===== config.mk =====
export PLATFORM = sky130hd
export DESIGN_NAME = ex_mem_stage_flat
export DESIGN_NICKNAME = d
export VERILOG_FILES = /design/src/rtl/ex_mem_stage_pkg.sv /design/src/rtl/ex_mem_stage_if.sv /design/src/rtl/ex_mem_stage_iterative_multiplier.sv /design/src/rtl/ex_mem_stage.sv /design/src/flat_wrapper.sv
export SDC_FILE = /design/constraint.sdc
export NUM_CORES = 1
export LEC_CHECK = 0
export ABC_CLOCK_PERIOD_IN_PS = 4300
export BUFFER_PORTS_ARGS = -buffer_cell sky130_fd_sc_hd__buf_2
export CAP_MARGIN = 20
export CORE_MARGIN = 4
export CORE_UTILIZATION = 30
export CTS_BUF_LIST = sky130_fd_sc_hd__clkbuf_4 sky130_fd_sc_hd__clkbuf_8
export DETAILED_ROUTE_END_ITERATION = 6
export PLACE_DENSITY = 0.48
export SETUP_SLACK_MARGIN = 0.05
export SLEW_MARGIN = 25
export SYNTH_ARGS = -nofsm -noshare
export SYNTH_HDL_FRONTEND = slang
export SYNTH_SLANG_ARGS = --single-unit

===== constraint.sdc =====
create_clock -name clk -period 4.3 [get_ports clk]
set_input_delay 0.645 -clock clk [delete_from_list [all_inputs] [get_ports clk]]
set_output_delay 0.645 -clock clk [all_outputs]
set_load 0.02 [all_outputs]

===== src/rtl/ex_mem_stage_pkg.sv =====
// Shared definitions for the execute stage: datapath widths, ALU op codes,
// the multiplier FSM state type and the EX/MEM register bundle.
package ex_mem_stage_pkg;

    localparam int DATA_W     = 32;
    localparam int REG_ADDR_W = 5;

    localparam logic [3:0] ALU_ADD = 4'd0;
    localparam logic [3:0] ALU_SUB = 4'd1;
    localparam logic [3:0] ALU_AND = 4'd2;
    localparam logic [3:0] ALU_OR  = 4'd3;
    localparam logic [3:0] ALU_XOR = 4'd4;
    localparam logic [3:0] ALU_NOR = 4'd5;
    localparam logic [3:0] ALU_SLT = 4'd6;
    localparam logic [3:0] ALU_SLL = 4'd7;
    localparam logic [3:0] ALU_SRL = 4'd8;
    localparam logic [3:0] ALU_SRA = 4'd9;
    localparam logic [3:0] ALU_LUI = 4'd10;
    localparam logic [3:0] ALU_MUL = 4'd11;

    typedef enum logic {
        MUL_IDLE = 1'b0,
        MUL_BUSY = 1'b1
    } mul_state_e;

    // Contents of the EX/MEM pipeline register; all-zero is a bubble.
    typedef struct packed {
        logic [DATA_W-1:0]     instruction;
        logic [DATA_W-1:0]     alu_output;
        logic [DATA_W-1:0]     store_data;
        logic                  write_register;
        logic [REG_ADDR_W-1:0] write_address;
        logic                  mem_to_register;
        logic                  write_memory;
    } ex_mem_t;

    // Number of multiplier iterations for a given number of bits per cycle.
    function automatic int mul_iterations(input int unsigned bits_per_cycle);
        return DATA_W / int'(bits_per_cycle);
    endfunction

endpackage


===== src/rtl/ex_mem_stage_if.sv =====
// ID/EX -> EX -> EX/MEM bundle. The master side (ID/EX register, hazard
// logic, memory stage) drives ex_* and observes ex_busy and mem_*; the
// execute stage is the slave.
interface ex_mem_stage_if;
    import ex_mem_stage_pkg::*;

    logic [DATA_W-1:0]     ex_instruction;
    logic [DATA_W-1:0]     ex_shiftAmount;
    logic [DATA_W-1:0]     ex_immediate;
    logic [DATA_W-1:0]     ex_registerRsOrPc_4;
    logic [DATA_W-1:0]     ex_registerRtOrZero;
    logic [3:0]            ex_aluOperation;
    logic                  ex_shouldAluUseShiftAmountElseRegisterRsOrPc_4;
    logic                  ex_shouldAluUseImmeidateElseRegisterRtOrZero;
    logic                  ex_shouldWriteRegister;
    logic [REG_ADDR_W-1:0] ex_registerWriteAddress;
    logic                  ex_shouldWriteMemoryElseAluOutputToRegister;
    logic                  ex_shouldWriteMemory;

    logic                  ex_busy;

    logic [DATA_W-1:0]     mem_instruction;
    logic [DATA_W-1:0]     mem_aluOutput;
    logic [DATA_W-1:0]     mem_storeData;
    logic                  mem_shouldWriteRegister;
    logic [REG_ADDR_W-1:0] mem_registerWriteAddress;
    logic                  mem_shouldWriteMemoryElseAluOutputToRegister;
    logic                  mem_shouldWriteMemory;

    modport master (
        output ex_instruction, ex_shiftAmount, ex_immediate, ex_registerRsOrPc_4,
               ex_registerRtOrZero, ex_aluOperation,
               ex_shouldAluUseShiftAmountElseRegisterRsOrPc_4,
               ex_shouldAluUseImmeidateElseRegisterRtOrZero,
               ex_shouldWriteRegister, ex_registerWriteAddress,
               ex_shouldWriteMemoryElseAluOutputToRegister, ex_shouldWriteMemory,
        input  ex_busy,
               mem_instruction, mem_aluOutput, mem_storeData, mem_shouldWriteRegister,
               mem_registerWriteAddress, mem_shouldWriteMemoryElseAluOutputToRegister,
               mem_shouldWriteMemory
    );

    modport slave (
        input  ex_instruction, ex_shiftAmount, ex_immediate, ex_registerRsOrPc_4,
               ex_registerRtOrZero, ex_aluOperation,
               ex_shouldAluUseShiftAmountElseRegisterRsOrPc_4,
               ex_shouldAluUseImmeidateElseRegisterRtOrZero,
               ex_shouldWriteRegister, ex_registerWriteAddress,
               ex_shouldWriteMemoryElseAluOutputToRegister, ex_shouldWriteMemory,
        output ex_busy,
               mem_instruction, mem_aluOutput, mem_storeData, mem_shouldWriteRegister,
               mem_registerWriteAddress, mem_shouldWriteMemoryElseAluOutputToRegister,
               mem_shouldWriteMemory
    );

endinterface


===== src/rtl/ex_mem_stage_iterative_multiplier.sv =====
// Iterative shift-add multiplier producing the low DATA_W bits of a*b.
// BITS_PER_CYCLE multiplier bits are retired per BUSY cycle (1/2/4/8).
//
// state    | meaning
// ---------+-------------------------------------------------------------
// MUL_IDLE | waiting; start_i loads operands, clears product and counter
// MUL_BUSY | one iteration per cycle; last iteration raises done_o
//
// product_o is the next-state product, so in the done_o cycle it already
// holds the completed result and can be captured at the same edge.
module iterative_multiplier
    import ex_mem_stage_pkg::*;
#(
    parameter int unsigned BITS_PER_CYCLE = 1
) (
    input  logic              clk,
    input  logic              rst,
    input  logic              start_i,
    input  logic [DATA_W-1:0] a_i,
    input  logic [DATA_W-1:0] b_i,
    output logic              busy_o,
    output logic              done_o,
    output logic [DATA_W-1:0] product_o
);

    localparam int ITERATIONS = mul_iterations(BITS_PER_CYCLE);
    localparam int CNT_W      = (ITERATIONS > 1) ? $clog2(ITERATIONS) : 1;
    localparam logic [CNT_W-1:0] LAST_COUNT = CNT_W'(ITERATIONS - 1);

    mul_state_e        state_q, state_d;
    logic [DATA_W-1:0] a_q, a_d;
    logic [DATA_W-1:0] b_q, b_d;
    logic [DATA_W-1:0] product_q, product_d;
    logic [CNT_W-1:0]  count_q, count_d;
    logic [DATA_W-1:0] partial;

    // Sum of the shifted multiplicand copies selected by the low multiplier bits.
    always_comb begin
        partial = '0;
        for (int j = 0; j < int'(BITS_PER_CYCLE); j++) begin
            if (b_q[j]) begin
                partial = partial + (a_q << j);
            end
        end
    end

    // Next-state and output logic of the multiplier FSM.
    always_comb begin
        state_d   = state_q;
        a_d       = a_q;
        b_d       = b_q;
        product_d = product_q;
        count_d   = count_q;
        busy_o    = 1'b0;
        done_o    = 1'b0;
        case (state_q)
            MUL_IDLE: begin
                if (start_i) begin
                    a_d       = a_i;
                    b_d       = b_i;
                    product_d = '0;
                    count_d   = '0;
                    state_d   = MUL_BUSY;
                end
            end
            MUL_BUSY: begin
                product_d = product_q + partial;
                a_d       = a_q << BITS_PER_CYCLE;
                b_d       = b_q >> BITS_PER_CYCLE;
                count_d   = count_q + CNT_W'(1);
                if (count_q == LAST_COUNT) begin
                    done_o  = 1'b1;
                    state_d = MUL_IDLE;
                end else begin
                    busy_o = 1'b1;
                end
            end
            default: state_d = MUL_IDLE;
        endcase
    end

    assign product_o = product_d;

    // State, operand shift registers, product and iteration counter.
    always_ff @(posedge clk) begin
        if (rst) begin
            state_q   <= MUL_IDLE;
            a_q       <= '0;
            b_q       <= '0;
            product_q <= '0;
            count_q   <= '0;
        end else begin
            state_q   <= state_d;
            a_q       <= a_d;
            b_q       <= b_d;
            product_q <= product_d;
            count_q   <= count_d;
        end
    end

endmodule


===== src/rtl/ex_mem_stage.sv =====
// Execute stage plus EX/MEM pipeline register. Single-cycle ALU for every op
// except MUL, which runs on the iterative multiplier while ex_busy stalls
// the front of the pipe. The EX/MEM register loads bubbles until the product
// is ready, so a MUL writes its destination exactly once.
module ex_mem_stage
    import ex_mem_stage_pkg::*;
#(
    parameter int unsigned MUL_BITS_PER_CYCLE = 1
) (
    input logic           clk,
    input logic           rst,
    ex_mem_stage_if.slave bus
);

    logic [DATA_W-1:0] operand_a;
    logic [DATA_W-1:0] operand_b;
    logic [DATA_W-1:0] alu_result;
    logic [DATA_W-1:0] mul_product;
    logic              is_mul;
    logic              mul_idle;
    logic              mul_busy;
    logic              mul_done;
    ex_mem_t           live_bundle;
    ex_mem_t           ex_mem_q, ex_mem_d;
    ex_mem_t           saved_q, saved_d;

    assign operand_a = bus.ex_shouldAluUseShiftAmountElseRegisterRsOrPc_4 ?
                       bus.ex_shiftAmount : bus.ex_registerRsOrPc_4;
    assign operand_b = bus.ex_shouldAluUseImmeidateElseRegisterRtOrZero ?
                       bus.ex_immediate : bus.ex_registerRtOrZero;

    // Single-cycle ALU; MUL and the unused codes 12-15 yield zero here.
    always_comb begin
        alu_result = '0;
        case (bus.ex_aluOperation)
            ALU_ADD: alu_result = operand_a + operand_b;
            ALU_SUB: alu_result = operand_a - operand_b;
            ALU_AND: alu_result = operand_a & operand_b;
            ALU_OR:  alu_result = operand_a | operand_b;
            ALU_XOR: alu_result = operand_a ^ operand_b;
            ALU_NOR: alu_result = ~(operand_a | operand_b);
            ALU_SLT: alu_result = {{(DATA_W-1){1'b0}}, ($signed(operand_a) < $signed(operand_b))};
            ALU_SLL: alu_result = operand_b << operand_a[4:0];
            ALU_SRL: alu_result = operand_b >> operand_a[4:0];
            ALU_SRA: alu_result = $unsigned($signed(operand_b) >>> operand_a[4:0]);
            ALU_LUI: alu_result = {operand_b[15:0], 16'h0000};
            default: alu_result = '0;
        endcase
    end

    assign is_mul   = (bus.ex_aluOperation == ALU_MUL);
    assign mul_idle = !(mul_busy || mul_done);

    iterative_multiplier #(
        .BITS_PER_CYCLE(MUL_BITS_PER_CYCLE)
    ) u_mul (
        .clk       (clk),
        .rst       (rst),
        .start_i   (mul_idle && is_mul),
        .a_i       (operand_a),
        .b_i       (operand_b),
        .busy_o    (mul_busy),
        .done_o    (mul_done),
        .product_o (mul_product)
    );

    // The start cycle already stalls; the final iteration releases the stall.
    assign bus.ex_busy = mul_busy || (mul_idle && is_mul);

    assign live_bundle = '{
        instruction:     bus.ex_instruction,
        alu_output:      alu_result,
        store_data:      bus.ex_registerRtOrZero,
        write_register:  bus.ex_shouldWriteRegister,
        write_address:   bus.ex_registerWriteAddress,
        mem_to_register: bus.ex_shouldWriteMemoryElseAluOutputToRegister,
        write_memory:    bus.ex_shouldWriteMemory
    };

    // EX/MEM next value: live ALU result, bubble while a MUL runs, or the
    // saved MUL bundle with the finished product on the last iteration.
    always_comb begin
        ex_mem_d = '0;
        saved_d  = saved_q;
        if (mul_done) begin
            ex_mem_d            = saved_q;
            ex_mem_d.alu_output = mul_product;
        end else if (mul_idle) begin
            if (is_mul) begin
                saved_d = live_bundle;
            end else begin
                ex_mem_d = live_bundle;
            end
        end
    end

    // EX/MEM register and the held MUL control bundle.
    always_ff @(posedge clk) begin
        if (rst) begin
            ex_mem_q <= '0;
            saved_q  <= '0;
        end else begin
            ex_mem_q <= ex_mem_d;
            saved_q  <= saved_d;
        end
    end

    assign bus.mem_instruction                              = ex_mem_q.instruction;
    assign bus.mem_aluOutput                                = ex_mem_q.alu_output;
    assign bus.mem_storeData                                = ex_mem_q.store_data;
    assign bus.mem_shouldWriteRegister                      = ex_mem_q.write_register;
    assign bus.mem_registerWriteAddress                     = ex_mem_q.write_address;
    assign bus.mem_shouldWriteMemoryElseAluOutputToRegister = ex_mem_q.mem_to_register;
    assign bus.mem_shouldWriteMemory                        = ex_mem_q.write_memory;

endmodule


===== src/flat_wrapper.sv =====
// flat-port wrapper written by rule: the top's interface ports become plain ports
module ex_mem_stage_flat import ex_mem_stage_pkg::*;
#(
    parameter int unsigned MUL_BITS_PER_CYCLE = 1
)
  (clk, rst, bus_ex_instruction, bus_ex_shiftAmount, bus_ex_immediate, bus_ex_registerRsOrPc_4, bus_ex_registerRtOrZero, bus_ex_aluOperation, bus_ex_shouldAluUseShiftAmountElseRegisterRsOrPc_4, bus_ex_shouldAluUseImmeidateElseRegisterRtOrZero, bus_ex_shouldWriteRegister, bus_ex_registerWriteAddress, bus_ex_shouldWriteMemoryElseAluOutputToRegister, bus_ex_shouldWriteMemory, bus_ex_busy, bus_mem_instruction, bus_mem_aluOutput, bus_mem_storeData, bus_mem_shouldWriteRegister, bus_mem_registerWriteAddress, bus_mem_shouldWriteMemoryElseAluOutputToRegister, bus_mem_shouldWriteMemory);
  ex_mem_stage_if bus_i ();
  input logic clk;
  input logic rst;
  input wire logic [$bits(bus_i.ex_instruction)-1:0] bus_ex_instruction;
  input wire logic [$bits(bus_i.ex_shiftAmount)-1:0] bus_ex_shiftAmount;
  input wire logic [$bits(bus_i.ex_immediate)-1:0] bus_ex_immediate;
  input wire logic [$bits(bus_i.ex_registerRsOrPc_4)-1:0] bus_ex_registerRsOrPc_4;
  input wire logic [$bits(bus_i.ex_registerRtOrZero)-1:0] bus_ex_registerRtOrZero;
  input wire logic [$bits(bus_i.ex_aluOperation)-1:0] bus_ex_aluOperation;
  input wire logic [$bits(bus_i.ex_shouldAluUseShiftAmountElseRegisterRsOrPc_4)-1:0] bus_ex_shouldAluUseShiftAmountElseRegisterRsOrPc_4;
  input wire logic [$bits(bus_i.ex_shouldAluUseImmeidateElseRegisterRtOrZero)-1:0] bus_ex_shouldAluUseImmeidateElseRegisterRtOrZero;
  input wire logic [$bits(bus_i.ex_shouldWriteRegister)-1:0] bus_ex_shouldWriteRegister;
  input wire logic [$bits(bus_i.ex_registerWriteAddress)-1:0] bus_ex_registerWriteAddress;
  input wire logic [$bits(bus_i.ex_shouldWriteMemoryElseAluOutputToRegister)-1:0] bus_ex_shouldWriteMemoryElseAluOutputToRegister;
  input wire logic [$bits(bus_i.ex_shouldWriteMemory)-1:0] bus_ex_shouldWriteMemory;
  output wire logic [$bits(bus_i.ex_busy)-1:0] bus_ex_busy;
  output wire logic [$bits(bus_i.mem_instruction)-1:0] bus_mem_instruction;
  output wire logic [$bits(bus_i.mem_aluOutput)-1:0] bus_mem_aluOutput;
  output wire logic [$bits(bus_i.mem_storeData)-1:0] bus_mem_storeData;
  output wire logic [$bits(bus_i.mem_shouldWriteRegister)-1:0] bus_mem_shouldWriteRegister;
  output wire logic [$bits(bus_i.mem_registerWriteAddress)-1:0] bus_mem_registerWriteAddress;
  output wire logic [$bits(bus_i.mem_shouldWriteMemoryElseAluOutputToRegister)-1:0] bus_mem_shouldWriteMemoryElseAluOutputToRegister;
  output wire logic [$bits(bus_i.mem_shouldWriteMemory)-1:0] bus_mem_shouldWriteMemory;
  assign bus_i.ex_instruction = bus_ex_instruction;
  assign bus_i.ex_shiftAmount = bus_ex_shiftAmount;
  assign bus_i.ex_immediate = bus_ex_immediate;
  assign bus_i.ex_registerRsOrPc_4 = bus_ex_registerRsOrPc_4;
  assign bus_i.ex_registerRtOrZero = bus_ex_registerRtOrZero;
  assign bus_i.ex_aluOperation = bus_ex_aluOperation;
  assign bus_i.ex_shouldAluUseShiftAmountElseRegisterRsOrPc_4 = bus_ex_shouldAluUseShiftAmountElseRegisterRsOrPc_4;
  assign bus_i.ex_shouldAluUseImmeidateElseRegisterRtOrZero = bus_ex_shouldAluUseImmeidateElseRegisterRtOrZero;
  assign bus_i.ex_shouldWriteRegister = bus_ex_shouldWriteRegister;
  assign bus_i.ex_registerWriteAddress = bus_ex_registerWriteAddress;
  assign bus_i.ex_shouldWriteMemoryElseAluOutputToRegister = bus_ex_shouldWriteMemoryElseAluOutputToRegister;
  assign bus_i.ex_shouldWriteMemory = bus_ex_shouldWriteMemory;
  assign bus_ex_busy = bus_i.ex_busy;
  assign bus_mem_instruction = bus_i.mem_instruction;
  assign bus_mem_aluOutput = bus_i.mem_aluOutput;
  assign bus_mem_storeData = bus_i.mem_storeData;
  assign bus_mem_shouldWriteRegister = bus_i.mem_shouldWriteRegister;
  assign bus_mem_registerWriteAddress = bus_i.mem_registerWriteAddress;
  assign bus_mem_shouldWriteMemoryElseAluOutputToRegister = bus_i.mem_shouldWriteMemoryElseAluOutputToRegister;
  assign bus_mem_shouldWriteMemory = bus_i.mem_shouldWriteMemory;
  ex_mem_stage #(.MUL_BITS_PER_CYCLE(MUL_BITS_PER_CYCLE)) u_core (.clk(clk), .rst(rst), .bus(bus_i));
endmodule

== Word-level counts from Yosys, hierarchy flattened ==
Cells that the tools add are included.

* Register bits: 278
* Bits of input ports: 176
* Output and inout bits: 105
* Logic and storage cells: 73

* $add $sub $neg: 4
* Magnitude comparators: 1
* Eq/ne operators: 13
* Shifts and indexed selects: 3
* Multiplexer cells: 21
* Bitwise logic cells: 7
* Reduce and logical (&&, ||, !) cells: 6

{| class="wikitable"
|+ Operator list
! kind !! number
|-
| $pmux 32 s11 || 1
|-
| $mux 104 || 3
|-
| $mux 32 || 6
|-
| $pmux 32 s2 || 3
|-
| $add 32x32->32 || 2
|-
| $and 32x32->32 || 1
|-
| $lt 32x32->1 || 1
|-
| $not 32->32 || 1
|-
| $or 32x32->32 || 1
|-
| $shl 32x5->32 || 1
|-
| $shr 32x5->32 || 1
|-
| $sshr 32x5->32 || 1
|-
| $sub 32x32->32 || 1
|-
| $xor 32x32->32 || 1
|-
| $eq 4x3->1 const B || 4
|-
| $eq 4x4->1 const B || 4
|-
| $pmux 5 s2 || 1
|-
| $eq 4x2->1 const B || 2
|-
| $add 5x1->5 const B || 1
|-
| $eq 5x5->1 const B || 1
|-
| $mux 1 || 5
|-
| $mux 5 || 1
|-
| $eq 4x1->1 const B || 1
|-
| $logic_not 4->1 || 1
|-
| other kinds (7) || 10
|}

== Logic depth before layout (Yosys ltp) ==
Gate-level depths: netlist of the first run.

* Word-level depth: 9
* Mapped depth: 19

== By module ==
From an unflattened synthesis of the first run, not the netlist that was laid out.

* Cell total of the unflattened synthesis: 3029
* Area, all modules: 22273.9 µm²

{| class="wikitable"
|+ Modules (own cells, without submodules)
! module !! instances !! cells an instance !! area each (µm²) !! seq. area each (µm²)
|-
| ex_mem_stage || 1 || 2186 || 15718.8 || 3523.4
|-
| iterative_multiplier || 1 || 843 || 6555.0 || 2042.0
|}

== Worst setup path after synthesis of the first run ==
No wires, ideal clock.

* Path type: in2reg
* Start: input port bus_ex_shouldAluUseShiftAmountElseRegisterRsOrPc_4
* End: register u_core.ex_mem_q (netlist bit u_core.bus.mem_aluOutput[27])
* Setup time: 70 ps
* Arrival: 4347 ps
* Data required time: 4230 ps
* Path slack: -117 ps
* Stages on the path: 15
* Buffers on the path: 4
* Cell sequence: buf_4 > buf_1 > buf_1 > mux2i_1 > ha_1 > buf_2 > inv_1 > a221o_1 > a2111oi_4 > o41ai_4 > a31oi_1 > o21bai_1 > a21oi_1 > mux2_2 > o21ai_1

* Longest elaborated chain between the ends: 7
* Elaborated cells on any way between the ends: 14
* Those cells by class: 2 x add/sub; 3 x shift; 5 x mux; 4 x bitwise

{| class="wikitable"
|+ Ends and longest elaborated chain
! what !! line !! source
|-
| start: declaration || flat_wrapper.sv:16 || <nowiki>input wire logic [$bits(bus_i.ex_shouldAluUseShiftAmountElseRegisterRsOrPc_4)-1:0] bus_ex_shouldAluUseShiftAmo ...</nowiki>
|-
| $mux 32 (*) || ex_mem_stage.sv:27 || <nowiki>assign operand_a = bus.ex_shouldAluUseShiftAmountElseRegisterRsOrPc_4 ?</nowiki>
|-
| branches (longest 2 deep; another with $sub 32x32->32) || n/a ||
|-
| $pmux 32 s11 (*) || ex_mem_stage.sv:35 || <nowiki>case (bus.ex_aluOperation)</nowiki>
|-
| $mux 104 (*) || ex_mem_stage.sv:89 || <nowiki>if (is_mul) begin</nowiki>
|-
| $mux 104 (*) || ex_mem_stage.sv:88 || <nowiki>end else if (mul_idle) begin</nowiki>
|-
| $mux 104 (*) || ex_mem_stage.sv:85 || <nowiki>if (mul_done) begin</nowiki>
|-
| end signal: assignment || ex_mem_stage.sv:103 || <nowiki>ex_mem_q <= ex_mem_d;</nowiki>
|-
| end: declaration || ex_mem_stage.sv:24 || <nowiki>ex_mem_t ex_mem_q, ex_mem_d;</nowiki>
|}

Mark *: on every way between the ends.
A chain may end at the register's enable or synchronous reset.

== Worst setup path in the final report of the first run ==
* Start: register u_core.u_mul.b_q[0]
* End: register u_core.ex_mem_q (netlist bit u_core.bus.mem_aluOutput[31])

* Longest elaborated chain between the ends: 4

{| class="wikitable"
|+ Ends and longest elaborated chain
! what !! line !! source
|-
| start: declaration || ex_mem_stage_iterative_multiplier.sv:32 || <nowiki>logic [DATA_W-1:0] b_q, b_d;</nowiki>
|-
| start signal: assignment || ex_mem_stage_iterative_multiplier.sv:89 || <nowiki>b_q <= '0;</nowiki>
|-
| start signal: assignment || ex_mem_stage_iterative_multiplier.sv:95 || <nowiki>b_q <= b_d;</nowiki>
|-
| $mux 32 || ex_mem_stage_iterative_multiplier.sv:41 || <nowiki>if (b_q[j]) begin</nowiki>
|-
| $add 32x32->32 || ex_mem_stage_iterative_multiplier.sv:67 || <nowiki>product_d = product_q + partial;</nowiki>
|-
| $pmux 32 s2 || ex_mem_stage_iterative_multiplier.sv:56 || <nowiki>case (state_q)</nowiki>
|-
| $mux 104 || ex_mem_stage.sv:85 ||
|}

No other way between the ends.

==> impl_metrics.csv, run 1 <==
group,metric,value,unit
placement,dp.cells,4164,
final_layout,fin_area,26600,µm²
final_layout,fillers,7560,
setup_path,cp_slowest_cell,"nor4_1",
drt,via_per_inst,5.50,
synthesis,synthTopCellsByArea,"dfxtp_1 (26%), ha_1 (7.6%), a21oi_1 (7.3%)",
setup_path,critical_path.max_stage_delay,0.67,ns
global_routing,grt_pass1_wl,148000,µm
timing,hold_viol,0,
synthesis,synth_flop_cell,"dfxtp_1",
die,die_h,274,µm
clock_network,cts.repair.resized,0,
timing,setup_tns,0,ns
timing,clock_skew,0.0373,ns
timing,rsz0062_at_grt,"no",
clock_network,worstSkewPairLatency,0.67,ns
setup_path,path_buf_inv,2,
synthesis,ys_types,94,
setup_path,end_kind,"flop",
timing,setup-violations-final,0,
synthesis,netlist_instances,2867,
power,leakagePower,11.6,nW
placement,portBuffers,280,
synthesis,yosysTopAreaCell,"dfxtp_1",
placement,gp_congestion,0.968,
setup_path,crit_type,"reg -> reg",
global_routing,grt_pass1_vias,22900,
final_layout,post-route-util,37.9,%
synthesis,syn_nets,3175,
placement,placed_cell_area,25400,µm²
timing,relSlewSlack,19.6,%
drt,first_pass_iters,5,
synthesis,yosysSeqAreaShare,26.2,%
drt,drcViolationCount,0,
global_routing,track_usage,25.7,%
synthesis,netlist_area,21200,µm²
synthesis,synth-seq-cells,278,
status,status,"finished, final reports clean",
drt,drtAntennaViolNets,0,
die,start_util,30.3,%
setup_path,crit_arrival,4.55,ns
clock_network,cts_max_path_buffers,3,
clock_network,root_buffer,"clkbuf_8",
synthesis,synth-edff-count,0,
timing,max_freq,249,MHz
timing,fin_ws,0.281,ns
synthesis,yosys_warnings,0,
setup_path,cp_common_cell,"buf_4",
final_layout,drive_above_1_share,22.9,%
timing,fin_crit_sh,93.5,%
die,coreArea,70100,µm²
global_routing,antenna_found_initial,5,
drt,vias,23500,
die,die_area,75100,µm²
drt,routed_wl,101000,µm
synthesis,synth_async_sr_flop_share,0,%
power,powerDensity,319,nW/µm²
clock_network,postCtsSetupRepairBufs,0,
final_layout,area_delta_synth_final,25.3,%
die,placementRows,97,
power,vdd_drop_max,0.203,mV
synthesis,yosysMostFrequentCell,"nor2_1",
setup_path,critPathTopFamily,"simple AND/OR/NAND/NOR gates",
synthesis,yosys-top-cells-count,"nor2_1 (395), nand2_1 (360), a21oi_1 (308), dfxtp_1 (278), clkbuf_1 (148)",
clock_network,htree_levels,2,
synthesis,yosysTopAreaCellShare,26.2,%
global_routing,grt_start_max_net_pins,199,
synthesis,syn_area_per_cell,7.41,µm²
final_layout,nets,3589,
clock_network,cts-hold-fix-buffers,0,
setup_path,required,4.84,ns
clock_network,clock_sinks,278,
hold_path,min_path_type,"in -> reg",
die,ioPinCount,281,
die,die_w,274,µm
placement,dp_hpwl,78300,µm
setup_path,worst_setup_path_start_kind,"flop",
drt,wl_per_cell,23.5,µm
job,cap_violations,0,
timing,drv_slew,0,
global_routing,overflow,0,
timing,worst_pin_slew,1.21,ns
setup_path,path_cells,"buf_4 -> buf_4 -> and2_1 -> ha_1 -> nand2_1 -> nor4_1 -> nand4_1 -> nand3_1 -> nor3_1 -> o31ai_1 -> a221oi_1 -> xnor2_1 -> o2bb2ai_1 -> a21o_1",
drt,drt_iter0_markers,1975,
clock_network,cts_tree,"built",
final_layout,stdcell_count,4270,
clock_network,cts-buffers-inserted,55,
placement,pre_cts_slack,-0.240,ns
timing,period_needed,4.02,ns
setup_path,critPathMaxFanout,29,
clock_network,cts.clk_slew.worst_paths,0.06,ns
[metrics by stage]
step                hold slack, ns  power [W]
floorplan                    0.432    0.00433
global placement             0.441    0.00556
detailed placement           0.449    0.00555
CTS                          0.200    0.00854
global route                 0.216    0.00890
finish                       0.242    0.00848
[placed cells by master (no fill, tap or decap), types with 10 or more instances in the layout]
cell,count
a221oi_1,16
a21o_1,26
mux2i_4,10
ha_1,128
o31ai_1,11
clkbuf_4,16
nor2_1,391
a22oi_1,100
mux2_2,18
buf_2,279
xor2_1,13
o21ai_1,20
nor2b_1,14
o22ai_1,20
a2111oi_0,10
buf_4,279
xnor2_1,29
nand2_1,360
a21oi_1,308
nor4_1,10
mux2i_2,12
clkbuf_8,71
a211oi_1,109
a22o_1,13
mux2i_1,140
nand3_1,37
dfxtp_1,277
nand4_1,11
o21bai_1,19
inv_1,102
buf_12,14
nand2b_1,17
a31oi_1,24
o21ai_0,137
and2_1,40
o211ai_1,31
nor3_1,31
[cells by family after synthesis]
family / share of synthesized area (%)
XOR/XNOR: 1.73
multiplexers: 9.80
AND/OR/NAND/NOR: 19.0
adder cells (fa/ha/maj): 7.88
AO/OA/AOI/OAI: 29.1
buffers and inverters: 6.28
flip-flops: 26.2
[power breakdown]
part / switching, W / internal, W / total [W]
combinational: 0.00173 / 0.00106 / 0.00280
clock: 0.00126 / 0.00169 / 0.00295
sequential: 0.0000551 / 0.00268 / 0.00274
[worst paths after layout]
kind | from | to | slack (ns) | depth (start not counted)
setup reg to reg | u_core.u_mul.b_q[0]$_SDFFE_PP0P_ | u_core.bus.mem_aluOutput[31]$_SDFF_PP0_ | 0.28 | 14
hold reg to reg | u_core.saved_q[1]$_SDFFE_PP0P_ | u_core.saved_q[1]$_SDFFE_PP0P_ | 0.46 | 2
hold / removal | bus_ex_instruction[23] | u_core.saved_q[95]$_SDFFE_PP0P_ | 0.24 | 3
setup / recovery | u_core.u_mul.b_q[0]$_SDFFE_PP0P_ | u_core.bus.mem_aluOutput[31]$_SDFF_PP0_ | 0.28 | 14
[registers in the layout, summed over array words and instances, names as in the netlist]
register	flops
u_core.bus.mem_aluOutput	32
u_core.bus.mem_instruction	32
u_core.bus.mem_registerWriteAddress	5
u_core.bus.mem_shouldWriteMemory	1
u_core.bus.mem_shouldWriteMemoryElseAluOutputToRegister	1
u_core.bus.mem_shouldWriteRegister	1
u_core.bus.mem_storeData	32
u_core.saved_q	72
u_core.u_mul.a_q	32
u_core.u_mul.b_q	32
u_core.u_mul.count_q	5
u_core.u_mul.product_q	32
u_core.u_mul.state_q	1
[worst register-to-register path, stage by stage, from the launching register on]
cell and delay (ns):
dfxtp_1 0.31, buf_4 0.15, buf_4 0.21, and2_1 0.19, ha_1 0.37, nand2_1 0.12, nor4_1 0.67, nand4_1 0.28
nand3_1 0.23, nor3_1 0.11, o31ai_1 0.40, a221oi_1 0.18, xnor2_1 0.38, o2bb2ai_1 0.15, a21o_1 0.17
[final cells by class]
| cell class | instances | area, µm² | share of cell area (%) |
|---|---|---|---|
| Antenna cell | 5 | 12.5 | 0.0470 |
| Clock buffer | 87 | 1100 | 4.12 |
| Clock inverter | 14 | 123 | 0.461 |
| Inverter | 109 | 409 | 1.54 |
| Multi-Input combinational cell | 2264 | 14500 | 54.3 |
| Sequential cell | 278 | 5570 | 20.9 |
| Tap cell | 940 | 1180 | 4.42 |
| Timing Repair Buffer | 573 | 3780 | 14.2 |
[per-layer routing]
metal | part of all wire [%] | track usage, %
met1 | 44 | 35.1
met2 | 47 | 42.7
met3 | 6.0 | 3.17
met4 | 2.8 | 7.29
met5 | 0 | 0
Power figures use the tool's default switching activity.
==> run 2: changes to the inputs <==
- BUFFER_PORTS_ARGS: -buffer_cell sky130_fd_sc_hd__buf_2 -> unset
- DONT_BUFFER_PORTS: unset -> 1
- PLACE_DENSITY: 0.48 -> 0.44
==> run 2 against run 1 <==
Hold slack worse by 0.14 ns; clock skew is 0.039 ns higher; clock-buffer cell count is 4 lower; final cell count is 10% lower; global-route usage is 0.55 points lower; die area stayed put; highest routed layer unchanged; utilization is 3.7 points lower; critical endpoint is now u_core.bus.mem_aluOutput[6]$_SDFF_PP0_; register-to-register slack better by 0.23 ns; routed wire length is 1.6% lower; final area is 9.8% lower; sequential power is 4% higher.
==> impl_metrics.csv, run 2 (synthesized netlist as in run 1, its figures left out) <==
group,metric,value,unit
status,status,"finished, final reports clean",
clock_network,cts.clk_slew.worst_paths,0.06,ns
clock_network,cts_max_path_buffers,3,
timing,drv_slew,0,
timing,fin_crit_sh,89.6,%
global_routing,track_usage,25.2,%
global_routing,overflow,0,
timing,max_freq,259,MHz
drt,via_per_inst,5.73,
setup_path,end_kind,"flop",
clock_network,root_buffer,"clkbuf_8",
final_layout,fillers,7638,
setup_path,critPathMaxFanout,35,
global_routing,grt_start_max_net_pins,241,
drt,drt_iter0_markers,2024,
drt,first_pass_iters,7,
placement,gp_congestion,0.975,
drt,drcViolationCount,0,
clock_network,postCtsSetupRepairBufs,0,
setup_path,timing.rr.start,"u_core.u_mul.b_q[0]$_SDFFE_PP0P_",
setup_path,worst_setup_path_start_kind,"input pin",
setup_path,crit_arrival,4.36,ns
final_layout,layout_commonest_cell,"nor2_1",
final_layout,nets,3170,
global_routing,antenna_found_initial,2,
timing,setup_tns,0,ns
global_routing,grt_pass1_vias,21100,
setup_path,crit_start,"bus_ex_shouldAluUseShiftAmountElseRegisterRsOrPc_4",
final_layout,final_cell_mix,"nor2_1 (391), nand2_1 (360), a21oi_1 (308), dfxtp_1 (277), buf_4 (151)",
die,ioPinCount,281,
setup_path,crit_end,"u_core.bus.mem_aluOutput[6]$_SDFF_PP0_",
die,placementRows,97,
clock_network,cts_tree,"built",
hold_path,hold_start,"rst",
placement,dp_hpwl,75900,µm
final_layout,largest-register,"u_core.saved_q",
timing,setup-violations-final,0,
drt,drtAntennaViolNets,0,
setup_path,r2r_cells,15,
clock_network,cts-buffers-inserted,54,
drt,wl_per_cell,25.7,µm
placement,portBuffers,0,
die,die_h,274,µm
setup_path,crit_type,"in -> reg",
die,die_area,75100,µm²
global_routing,grt_pass1_wl,144000,µm
drt,vias,22000,
die,die_w,274,µm
timing,worst_pin_slew,0.996,ns
job,cap_violations,0,
timing,relSlewSlack,33.4,%
final_layout,area_delta_synth_final,13.1,%
final_layout,largest_reg_flops,72,
hold_path,min_path_type,"in -> reg",
timing,clock_skew,0.0759,ns
setup_path,worst-r2r-setup-slack,0.51,ns
power,vdd_drop_max,0.213,mV
timing,hold_viol,0,
power,powerDensity,335,nW/µm²
timing,period_needed,3.85,ns
clock_network,clock_sinks,278,
final_layout,drive_above_1_share,11.6,%
die,start_util,30.3,%
clock_network,cts.repair.resized,0,
power,leakagePower,9.70,nW
die,coreArea,70100,µm²
clock_network,htree_levels,2,
setup_path,r2r-end,"u_core.u_mul.product_q[28]$_SDFF_PP0_",
setup_path,required,4.80,ns
drt,routed_wl,98900,µm
clock_network,worstSkewPairLatency,0.69,ns
timing,hold_slack,0.105,ns
timing,rsz0062_at_grt,"no",
## run 2: worst min path at each step
stage                                                  endpoint  cells after the start
after floorplan           u_core.u_mul.product_q[22]$_SDFF_PP0_                      2
after global placement          u_core.saved_q[99]$_SDFFE_PP0P_                      2
after detailed placement        u_core.saved_q[37]$_SDFFE_PP0P_                      2
after CTS                 u_core.u_mul.product_q[20]$_SDFF_PP0_                      1
after global routing      u_core.u_mul.product_q[20]$_SDFF_PP0_                      1
final                         u_core.u_mul.a_q[16]$_SDFFE_PP0P_                      1
## run 2: timing repair
item | CTS | global route
hold endpoints to repair | 1 | 0
hold buffers | 1 | 0
setup endpoints to repair | 0 | 0
## run 2: worst max-delay path, cell delays in order
cell,delay (ns)
mux2i_4,0.41
buf_4,0.45
buf_4,0.39
mux2i_1,0.16
mux2i_1,0.23
mux2i_1,0.18
nor2_1,0.13
a21oi_1,0.08
o21ai_0,0.23
a22oi_1,0.13
buf_4,0.21
a2111oi_1,0.79
buf_4,0.23
o2bb2ai_1,0.06
## run 2: where the power goes
group,switching [W],total (W),internal (W),leakage [nW]
logic,0.00146,0.00226,0.000797,6.80
clock network,0.00125,0.00294,0.00169,0.629
registers,0.000164,0.00285,0.00269,2.27
## run 2: cell type report
type	count	area, µm²	share of cell area, %
Sequential cell	278	5570	23.2
Antenna cell	3	7.51	0.0313
Inverter	109	409	1.70
Clock inverter	12	138	0.573
Tap cell	940	1180	4.90
Timing Repair Buffer	155	1200	5.01
Multi-Input combinational cell	2264	14500	60.2
Clock buffer	83	1060	4.42
## run 2: per-layer routing
metal	share of wire [%]	track usage (%)	wire, µm
met1	44	33.8	43200
met2	47	41.5	46400
met3	6.1	3.71	5990
met4	3.4	8.19	3400
met5	0	0	0
## run 2: per-stage QoR
stage               cells  utilization [%]  total power (W)  area [µm²]  setup WS (ns)
floorplan            2867                -          0.00433       21300         0.0677
global placement     3745             32.5          0.00513       22800         -0.224
detailed placement   3745             32.5          0.00512       22800       -0.00907
CTS                  3841             34.2          0.00811       24000          0.504
global route         3843             34.2          0.00843       24000          0.200
finish               3844             34.2          0.00805       24000          0.445
